## config.mk

```make
export PLATFORM = sky130hd
export DESIGN_NAME = baccarat_sequencer
export DESIGN_NICKNAME = d
export VERILOG_FILES = /design/src/rtl/baccarat_pkg.sv /design/src/rtl/baccarat_sequencer_banker_draw_rule.sv /design/src/rtl/baccarat_sequencer.sv
export SDC_FILE = /design/constraint.sdc
export NUM_CORES = 1
export LEC_CHECK = 0
export CORE_MARGIN = 8
export CORE_UTILIZATION = 34
export DETAILED_ROUTE_END_ITERATION = 8
export PLACE_DENSITY = 0.75
export SLEW_MARGIN = 40
export SYNTH_ARGS = -nofsm -noshare
export SYNTH_HDL_FRONTEND = slang
export SYNTH_SLANG_ARGS = --single-unit
```

## constraint.sdc

```tcl
create_clock -name clock -period 1.3 [get_ports clock]
set_input_delay 0.195 -clock clock [delete_from_list [all_inputs] [get_ports clock]]
set_output_delay 0.195 -clock clock [all_outputs]
set_load 0.01 [all_outputs]
```

## src/rtl/baccarat_pkg.sv

```systemverilog
// -----------------------------------------------------------------------------
// baccarat_pkg
// Shared definitions for the baccarat round sequencer:
//   - state_e            : sequencer state encoding (also exported on state_dbg)
//   - CARD_*             : 4-bit card codes driven by the datapath
//   - NATURAL_MIN_DEFAULT: two-card score at or above which a hand is a natural
//   - sat_score()        : clamps a score input to the legal 0-9 range
//   - card_value()       : baccarat point value of a card code
// Optional feature macro used by importers: BACCARAT_BETTING_EN
// -----------------------------------------------------------------------------
package baccarat_pkg;

   typedef enum logic [3:0] {
      ST_BET    = 4'd0,
      ST_P1     = 4'd1,
      ST_D1     = 4'd2,
      ST_P2     = 4'd3,
      ST_D2     = 4'd4,
      ST_EVAL   = 4'd5,
      ST_P3     = 4'd6,
      ST_EVAL_D = 4'd7,
      ST_D3     = 4'd8,
      ST_RESULT = 4'd9,
      ST_PAY    = 4'd10,
      ST_DONE   = 4'd11
   } state_e;

   localparam logic [3:0] CARD_EMPTY = 4'd0;
   localparam logic [3:0] CARD_ACE   = 4'd1;
   localparam logic [3:0] CARD_TEN   = 4'd10;
   localparam logic [3:0] CARD_JACK  = 4'd11;
   localparam logic [3:0] CARD_QUEEN = 4'd12;
   localparam logic [3:0] CARD_KING  = 4'd13;

   localparam int unsigned NATURAL_MIN_DEFAULT = 8;
   localparam logic [3:0]  SCORE_MAX           = 4'd9;

   // Out-of-range scores from the datapath are read as the maximum score.
   function automatic logic [3:0] sat_score(input logic [3:0] score);
      return (score > SCORE_MAX) ? SCORE_MAX : score;
   endfunction

   // Ten and the face cards count zero; empty and illegal codes count zero.
   function automatic logic [3:0] card_value(input logic [3:0] code);
      if (code < CARD_ACE || code > CARD_KING)
         return CARD_EMPTY;
      else if (code inside {CARD_TEN, CARD_JACK, CARD_QUEEN, CARD_KING})
         return 4'd0;
      else
         return code;
   endfunction

endpackage

```

## src/rtl/baccarat_sequencer_banker_draw_rule.sv

```systemverilog
// -----------------------------------------------------------------------------
// banker_draw_rule
// Combinational banker third-card rule, evaluated once the player has drawn.
// Ports:
//   i_dscore [3:0] : banker two-card score (values above 9 read as 9)
//   i_pcard3 [3:0] : player third-card code (10-13 count as 0)
//   o_draw         : 1 = banker takes a third card, 0 = banker stands
// -----------------------------------------------------------------------------
module banker_draw_rule
   import baccarat_pkg::*;
(
   input  logic [3:0] i_dscore,
   input  logic [3:0] i_pcard3,
   output logic       o_draw
);

   logic [3:0] w_dscore;
   logic [3:0] w_cval;

   assign w_dscore = sat_score(i_dscore);
   assign w_cval   = card_value(i_pcard3);

   always_comb begin
      // NOTE: default assignment first so no path through the case leaves
      // o_draw unassigned, which would otherwise infer a latch.
      o_draw = 1'b0;
      case (w_dscore)
         4'd0, 4'd1, 4'd2: o_draw = 1'b1;
         4'd3:             o_draw = (w_cval != 4'd8);
         4'd4:             o_draw = (w_cval >= 4'd2) && (w_cval <= 4'd7);
         4'd5:             o_draw = (w_cval >= 4'd4) && (w_cval <= 4'd7);
         4'd6:             o_draw = (w_cval >= 4'd6) && (w_cval <= 4'd7);
         default:          o_draw = 1'b0;
      endcase
   end

endmodule

```

## src/rtl/baccarat_sequencer.sv

```systemverilog
// -----------------------------------------------------------------------------
// baccarat_sequencer
// Control FSM for one baccarat round: deals two cards each, applies the
// natural / player / banker drawing rules, latches the result lights and,
// when betting is built in, strobes the bet and balance registers.
// Configuration macro: BACCARAT_BETTING_EN (defined = BET and PAY states).
// Ports:
//   clock, resetb          : slow datapath clock, async active-low reset
//   pscore, dscore [3:0]   : hand scores from the datapath (0-9)
//   pcard3 [3:0]           : player third-card code (0 = empty)
//   load_pcard1..3,
//   load_dcard1..3         : card-register load strobes
//   betenabled             : bet-register load strobe
//   updatebalanceenable    : balance-register load strobe
//   player_win, dealer_win : result lights (both high on a tie)
//   round_done             : high while in DONE
//   state_dbg [3:0]        : current state encoding
// -----------------------------------------------------------------------------
module baccarat_sequencer
   import baccarat_pkg::*;
#(
   parameter int unsigned NATURAL_MIN = NATURAL_MIN_DEFAULT
)(
   input  logic       clock,
   input  logic       resetb,
   input  logic [3:0] pscore,
   input  logic [3:0] dscore,
   input  logic [3:0] pcard3,
   output logic       load_pcard1,
   output logic       load_pcard2,
   output logic       load_pcard3,
   output logic       load_dcard1,
   output logic       load_dcard2,
   output logic       load_dcard3,
   output logic       betenabled,
   output logic       updatebalanceenable,
   output logic       player_win,
   output logic       dealer_win,
   output logic       round_done,
   output logic [3:0] state_dbg
);

   localparam logic [3:0] LP_NATURAL = 4'(NATURAL_MIN);
   localparam logic [3:0] LP_DRAW_MAX = 4'd5;

`ifdef BACCARAT_BETTING_EN
   localparam state_e LP_RESET_STATE = ST_BET;
`else
   localparam state_e LP_RESET_STATE = ST_P1;
`endif

   state_e     r_state;
   logic       r_player_win;
   logic       r_dealer_win;
   logic       r_round_done;

   logic [3:0] w_pscore;
   logic [3:0] w_dscore;
   logic       w_banker_draw;

   assign w_pscore = sat_score(pscore);
   assign w_dscore = sat_score(dscore);

   banker_draw_rule u_banker_draw_rule (
      .i_dscore (dscore),
      .i_pcard3 (pcard3),
      .o_draw   (w_banker_draw)
   );

   always_ff @(posedge clock or negedge resetb) begin
      // NOTE: sequential state uses non-blocking assignments so every
      // register samples the pre-edge values, independent of statement order.
      if (!resetb) begin
         r_state      <= LP_RESET_STATE;
         r_player_win <= 1'b0;
         r_dealer_win <= 1'b0;
         r_round_done <= 1'b0;
      end else begin
         case (r_state)
`ifdef BACCARAT_BETTING_EN
            ST_BET:    r_state <= ST_P1;
`endif
            ST_P1:     r_state <= ST_D1;
            ST_D1:     r_state <= ST_P2;
            ST_P2:     r_state <= ST_D2;
            ST_D2:     r_state <= ST_EVAL;
            ST_EVAL: begin
               if (w_pscore >= LP_NATURAL || w_dscore >= LP_NATURAL)
                  r_state <= ST_RESULT;
               else if (w_pscore <= LP_DRAW_MAX)
                  r_state <= ST_P3;
               else if (w_dscore <= LP_DRAW_MAX)
                  r_state <= ST_D3;
               else
                  r_state <= ST_RESULT;
            end
            ST_P3:     r_state <= ST_EVAL_D;
            ST_EVAL_D: r_state <= w_banker_draw ? ST_D3 : ST_RESULT;
            ST_D3:     r_state <= ST_RESULT;
            ST_RESULT: begin
               // Lights are written only here, so they hold until reset.
               r_player_win <= (w_pscore >= w_dscore);
               r_dealer_win <= (w_dscore >= w_pscore);
`ifdef BACCARAT_BETTING_EN
               r_state      <= ST_PAY;
`else
               r_state      <= ST_DONE;
               r_round_done <= 1'b1;
`endif
            end
`ifdef BACCARAT_BETTING_EN
            ST_PAY: begin
               r_state      <= ST_DONE;
               r_round_done <= 1'b1;
            end
`endif
            ST_DONE:   r_state <= ST_DONE;
            default:   r_state <= LP_RESET_STATE;
         endcase
      end
   end

   // Strobes decode the state directly so each load lands on the edge that
   // leaves its state, one edge before the next scoring state samples.
   // Gating with resetb keeps the reset state's strobe quiet while reset is
   // held; it fires in the first cycle after release.
   always_comb begin
      load_pcard1         = 1'b0;
      load_pcard2         = 1'b0;
      load_pcard3         = 1'b0;
      load_dcard1         = 1'b0;
      load_dcard2         = 1'b0;
      load_dcard3         = 1'b0;
      betenabled          = 1'b0;
      updatebalanceenable = 1'b0;
      if (resetb) begin
         case (r_state)
`ifdef BACCARAT_BETTING_EN
            ST_BET:  betenabled          = 1'b1;
            ST_PAY:  updatebalanceenable = 1'b1;
`endif
            ST_P1:   load_pcard1 = 1'b1;
            ST_D1:   load_dcard1 = 1'b1;
            ST_P2:   load_pcard2 = 1'b1;
            ST_D2:   load_dcard2 = 1'b1;
            ST_P3:   load_pcard3 = 1'b1;
            ST_D3:   load_dcard3 = 1'b1;
            default: ;
         endcase
      end
   end

   assign player_win = r_player_win;
   assign dealer_win = r_dealer_win;
   assign round_done = r_round_done;
   assign state_dbg  = r_state;

endmodule

```

## Yosys cells after proc, flatten, opt, wreduce, memory -nomap -nowiden

Index checks and enable logic that the tools add are counted.

- Flip-flop bits (word level): 7
- Output and inout bits: 15
- Input port bits: 14

- Magnitude comparators: 14
- Equality and inequality tests: 21
- Reduce and logical (&&, ||, !) cells: 9
- Muxes and demuxes: 22

Operators with widths:

| kind | count |
|---|---|
| one-hot mux 4 bit (9 select lines) | 1 |
| == test 4 x 3 -> 1 bit, second input constant | 7 |
| == test 4 bit, second input constant | 7 |
| two-way mux 4 bit | 6 |
| == test 4 x 2 -> 1 bit, second input constant | 4 |
| two-way mux 1 bit | 14 |
| greater-than comparator 4 bit, second input constant | 3 |
| <= comparator 4 x 3 -> 1 bit, second input constant | 3 |
| == test 4 x 1 -> 1 bit, second input constant | 2 |
| >= comparator 4 x 3 -> 1 bit, second input constant | 2 |
| >= comparator 4 bit | 2 |
| >= comparator 4 bit, second input constant | 2 |
| one-hot mux 1 bit (5 select lines) | 1 |
| >= comparator 4 x 2 -> 1 bit, second input constant | 1 |
| zero test 4 bit | 1 |
| less-than comparator 4 x 1 -> 1 bit, second input constant | 1 |
| inequality test 4 bit, second input constant | 1 |
| nonzero test 4 bit | 1 |
| logical AND 1 bit | 3 |
| OR reduction 3 bit | 1 |
| logical OR 1 bit | 2 |
| OR reduction 2 bit | 1 |

## Longest topological paths before layout

- Depth in word-level cells: 9
- Mapped depth: 7
- Gate-level depth less buffers: 7

## Cells and area by module

From an unflattened synthesis, not the netlist that was laid out.

- Cells, all modules: 72
- Area total of the unflattened synthesis: 598.1 um^2

Modules (own cells, without submodules):

| module | seq. area each (um^2) | instances | cells each | area each (um^2) |
|---|---|---|---|---|
| baccarat_sequencer | 176.4 | 1 | 66 | 545.5 |
| banker_draw_rule | 0.0 | 1 | 6 | 52.6 |

## Worst setup path before layout

OpenSTA, ideal clock, no wires.

- Path type: flip-flop to output port
- Start: reg r_state[0] (netlist: state_dbg[0])
- End: out load_pcard1
- Cell stages (with the launch flop): 4
- Path buffers: 1
- Path slack: -0.013 ns
- Data arrival time: 1.118 ns
- Data required time: 1.105 ns
- Path through: dfstp_2 > buf_2 > nand2b_1 > nor3_1

- Cells in the longest elaborated chain, start to end: 3

Ends and longest elaborated chain:

| item | line | source |
|---|---|---|
| from (decl) | baccarat_sequencer.sv:52 | `state_e r_state;` |
| from (signal assigned) | baccarat_sequencer.sv:98 | `ST_EVAL_D: r_state <= w_banker_draw ? ST_D3 : ST_RESULT;` |
| == test 4 x 1 -> 1 bit | baccarat_sequencer.sv:137 | `case (r_state)` |
| two-way mux 1 bit | baccarat_sequencer.sv:137 |  |
| two-way mux 1 bit | baccarat_sequencer.sv:136 | `if (resetb) begin` |
| to (decl) | baccarat_sequencer.sv:29 | `output logic load_pcard1,` |

No other way between the ends.

## Final worst setup path

- Start: reg r_state[0] (netlist: state_dbg[0])
- End: out load_pcard3

- Cells in the longest elaborated chain, start to end: 3

Ends and longest elaborated chain:

| item | line | source |
|---|---|---|
| == test 4 x 3 -> 1 bit | baccarat_sequencer.sv:137 |  |
| two-way mux 1 bit | baccarat_sequencer.sv:137 |  |
| two-way mux 1 bit | baccarat_sequencer.sv:136 |  |
| to (decl) | baccarat_sequencer.sv:31 | `output logic load_pcard3,` |

No other way between the ends.

==> qor.yml <==
status: "finished, violations left"
violations: "setup timing"
rrSetupSlack_ps: -90
avgSynthCellArea_um2: 7.64
hp-class: "in -> async"
grt_start_max_net_pins: 7
cp.required_ps: 1110
p_switching_uw: 759
h-tree-depth: 1
swShare_pct: 39.0
clock_path_buffers: 2
grt_pass1_wl_um: 3310
combPwrFrac_pct: 66.8
setup_viol: 9
hold_buffers: 0
power_density_nw_per_um2: 1740
final_cell_mix: "26 x buf_4, 8 x nand2_1, 8 x clkdlybuf4s50_1, 7 x dlygate4sd2_1, 7 x buf_2"
die_h_um: 57.1
critPathArrivalTime_ps: 1240
routedWlPerCell_um: 13.4
slowest_stage: "dfstp_2"
hold_viol: 0
yosys_warnings: 0
final_nets: 152
root_buffer: "clkbuf_4"
seq_power_share_pct: 22.1
fp-row-count: 15
place.gp.congestion: 0.832
first_pass_iters: 4
numCtsBuffers: 3
drtAntennaViolNets: 0
crit_family: "flip-flops"
postPlaceCellArea_um2: 1010
grt-ovfl-total: 0
holdWs_ps: 297
start_util_pct: 34.7
area_growth_pct: 95.2
synth_cells: 75
core_um2: 1650
clk_latency_ps: 260
syn_area_um2: 573
p_leak_uw: 0.000541
synthMuxAreaShare_pct: 0
finalCritPeriodShare_pct: 110
synth-seq-cells: 7
grt_pass1_vias: 804
grt_use_total_pct: 12.3
drc: 0
p_int_uw: 1190
cts_tree: "yes"
final_area_um2: 1120
vias: 757
fp.dieW_um: 57.1
max_cap_violations: 0
worstSetupPathType: "reg -> out"
cp_slowest_stage_delay_ps: 540
cp_num_buf_inv: 2
routed_wl_um: 2010
fmax_mhz: 699
die_area_um2: 3260
period_minus_slack_ps: 1430
clock_skew_ps: 1.80
peakVddDrop_mv: 0.967
drt_iter0_markers: 17
slew_viol_final: 0
synth_top_family_by_area: "simple AND/OR/NAND/NOR gates"
drive_gt1_share_pct: 45.1
antenna_found_initial: 0
clock_sinks: 7
io_pins: 29
diodes: 0
cp_cell_sequence: "buf_6 -> nor2_2 -> and3_1 -> buf_2"
cp_max_fo: 6
clk_pin_slew_worst_paths_ps: 60
synth-adder-area-share_pct: 8.73
yosys.area_share.xor_xnor_pct: 0
clockPowerShare_pct: 11.1
vias_per_cell: 5.05
final_common_cell: "buf_4"
setup_ws_ps: -131
ys_seq_area_share_pct: 30.8
dpl.hpwl_um: 1530
start_kind: "flop"
synthSimpleGateAreaFrac_pct: 35.2
io_buffers: 26
yosys.cell_types.count: 27
synth-compound-area-share_pct: 17.2
grt_setup_unrepaired: "true"
crit_path_end_kind: "output port"
power.total_uw: 1950
## final timing paths
path | from | to | cells after the start
max | state_dbg[0] | load_pcard3 | 4
min | resetb | state_dbg[2] | 2
min reg2reg | round_done | round_done | 1
max reg2reg | state_dbg[0] | dealer_win | 5
min in group clock | dscore[2] | state_dbg[0] | 4
max in group asynchronous | resetb | state_dbg[0] | 2
## cell families after synthesis
group / Yosys count
AND/OR/NAND/NOR: 38
AO/OA/AOI/OAI: 16
buffers and inverters: 9
flip-flops: 7
adder cells (fa/ha/maj): 4
other: 1
## synth_stat cells
cell | number | share of area, %
inv_1 | 5 | 3.3
conb_1 | 1 | 0.65
a21oi_1 | 4 | 3.5
nand2b_1 | 4 | 4.4
nand4_1 | 2 | 2.2
nor3_1 | 3 | 2.6
o22a_1 | 1 | 1.5
a32o_1 | 1 | 1.7
nand2b_2 | 1 | 1.5
a31oi_1 | 3 | 3.3
nor4_1 | 3 | 3.3
nor3b_4 | 1 | 3.3
buf_2 | 1 | 0.87
dfstp_2 | 1 | 4.6
or2_2 | 1 | 1.1
nor2b_1 | 3 | 3.3
nor2_1 | 9 | 5.9
buf_4 | 2 | 2.6
and3_1 | 1 | 1.1
nand2_1 | 10 | 6.6
o211ai_1 | 1 | 1.3
o21a_1 | 1 | 1.3
dfrtp_1 | 6 | 26
clkbuf_1 | 1 | 0.65
ha_1 | 4 | 8.7
o22ai_1 | 1 | 1.1
o21ai_0 | 4 | 3.5
## sequential cells by signal, summed over array words and instances (netlist names)
signal and flops:
dealer_win 1, player_win 1, round_done 1, state_dbg 4
## power by group through the flow
stage / combinational (uW) / clock [uW] / sequential [uW]
floorplan: 402 / 0 / 468
global placement: 1100 / 0 / 413
detailed placement: 1130 / 0 / 417
CTS: 1170 / 219 / 415
global route: 1410 / 235 / 445
finish: 1300 / 217 / 430
## routing by layer
metal  track usage [%]  vias to the layer above  part of all wire, %
met5                 0                        -                    0
met4              7.05                        0                  2.4
met3              3.33                        7                  4.7
met2              21.1                       22                   52
met1              13.0                      351                   41
li1                  -                      377                    -
## what timing repair did
item / 4_1_cts / 5_1_grt
resized for setup: 54 / 14
buffers inserted: 5 / 3
setup endpoints to repair: 18 / 15
pin swaps: 11 / 3
## metrics by stage
stage               instances  setup slack [ps]  util [%]  setup TNS (ps)
global placement          138              -478      61.0           -4370
detailed placement        138              -498      61.0           -4710
floorplan                  76             -13.0         -           -25.9
global route              150              -190      67.7           -1480
finish                    150              -131      67.7            -778
CTS                       147              -138      64.3            -786
## area by class of cell
class,instances,area (um2)
clock buffer,4,26.3
fill,131,533
inverter,5,18.8
multi-input combinational,60,408
sequential,7,179
tap,17,21.3
timing repair buffer,57,465
(Power assumes the default switching activity.)
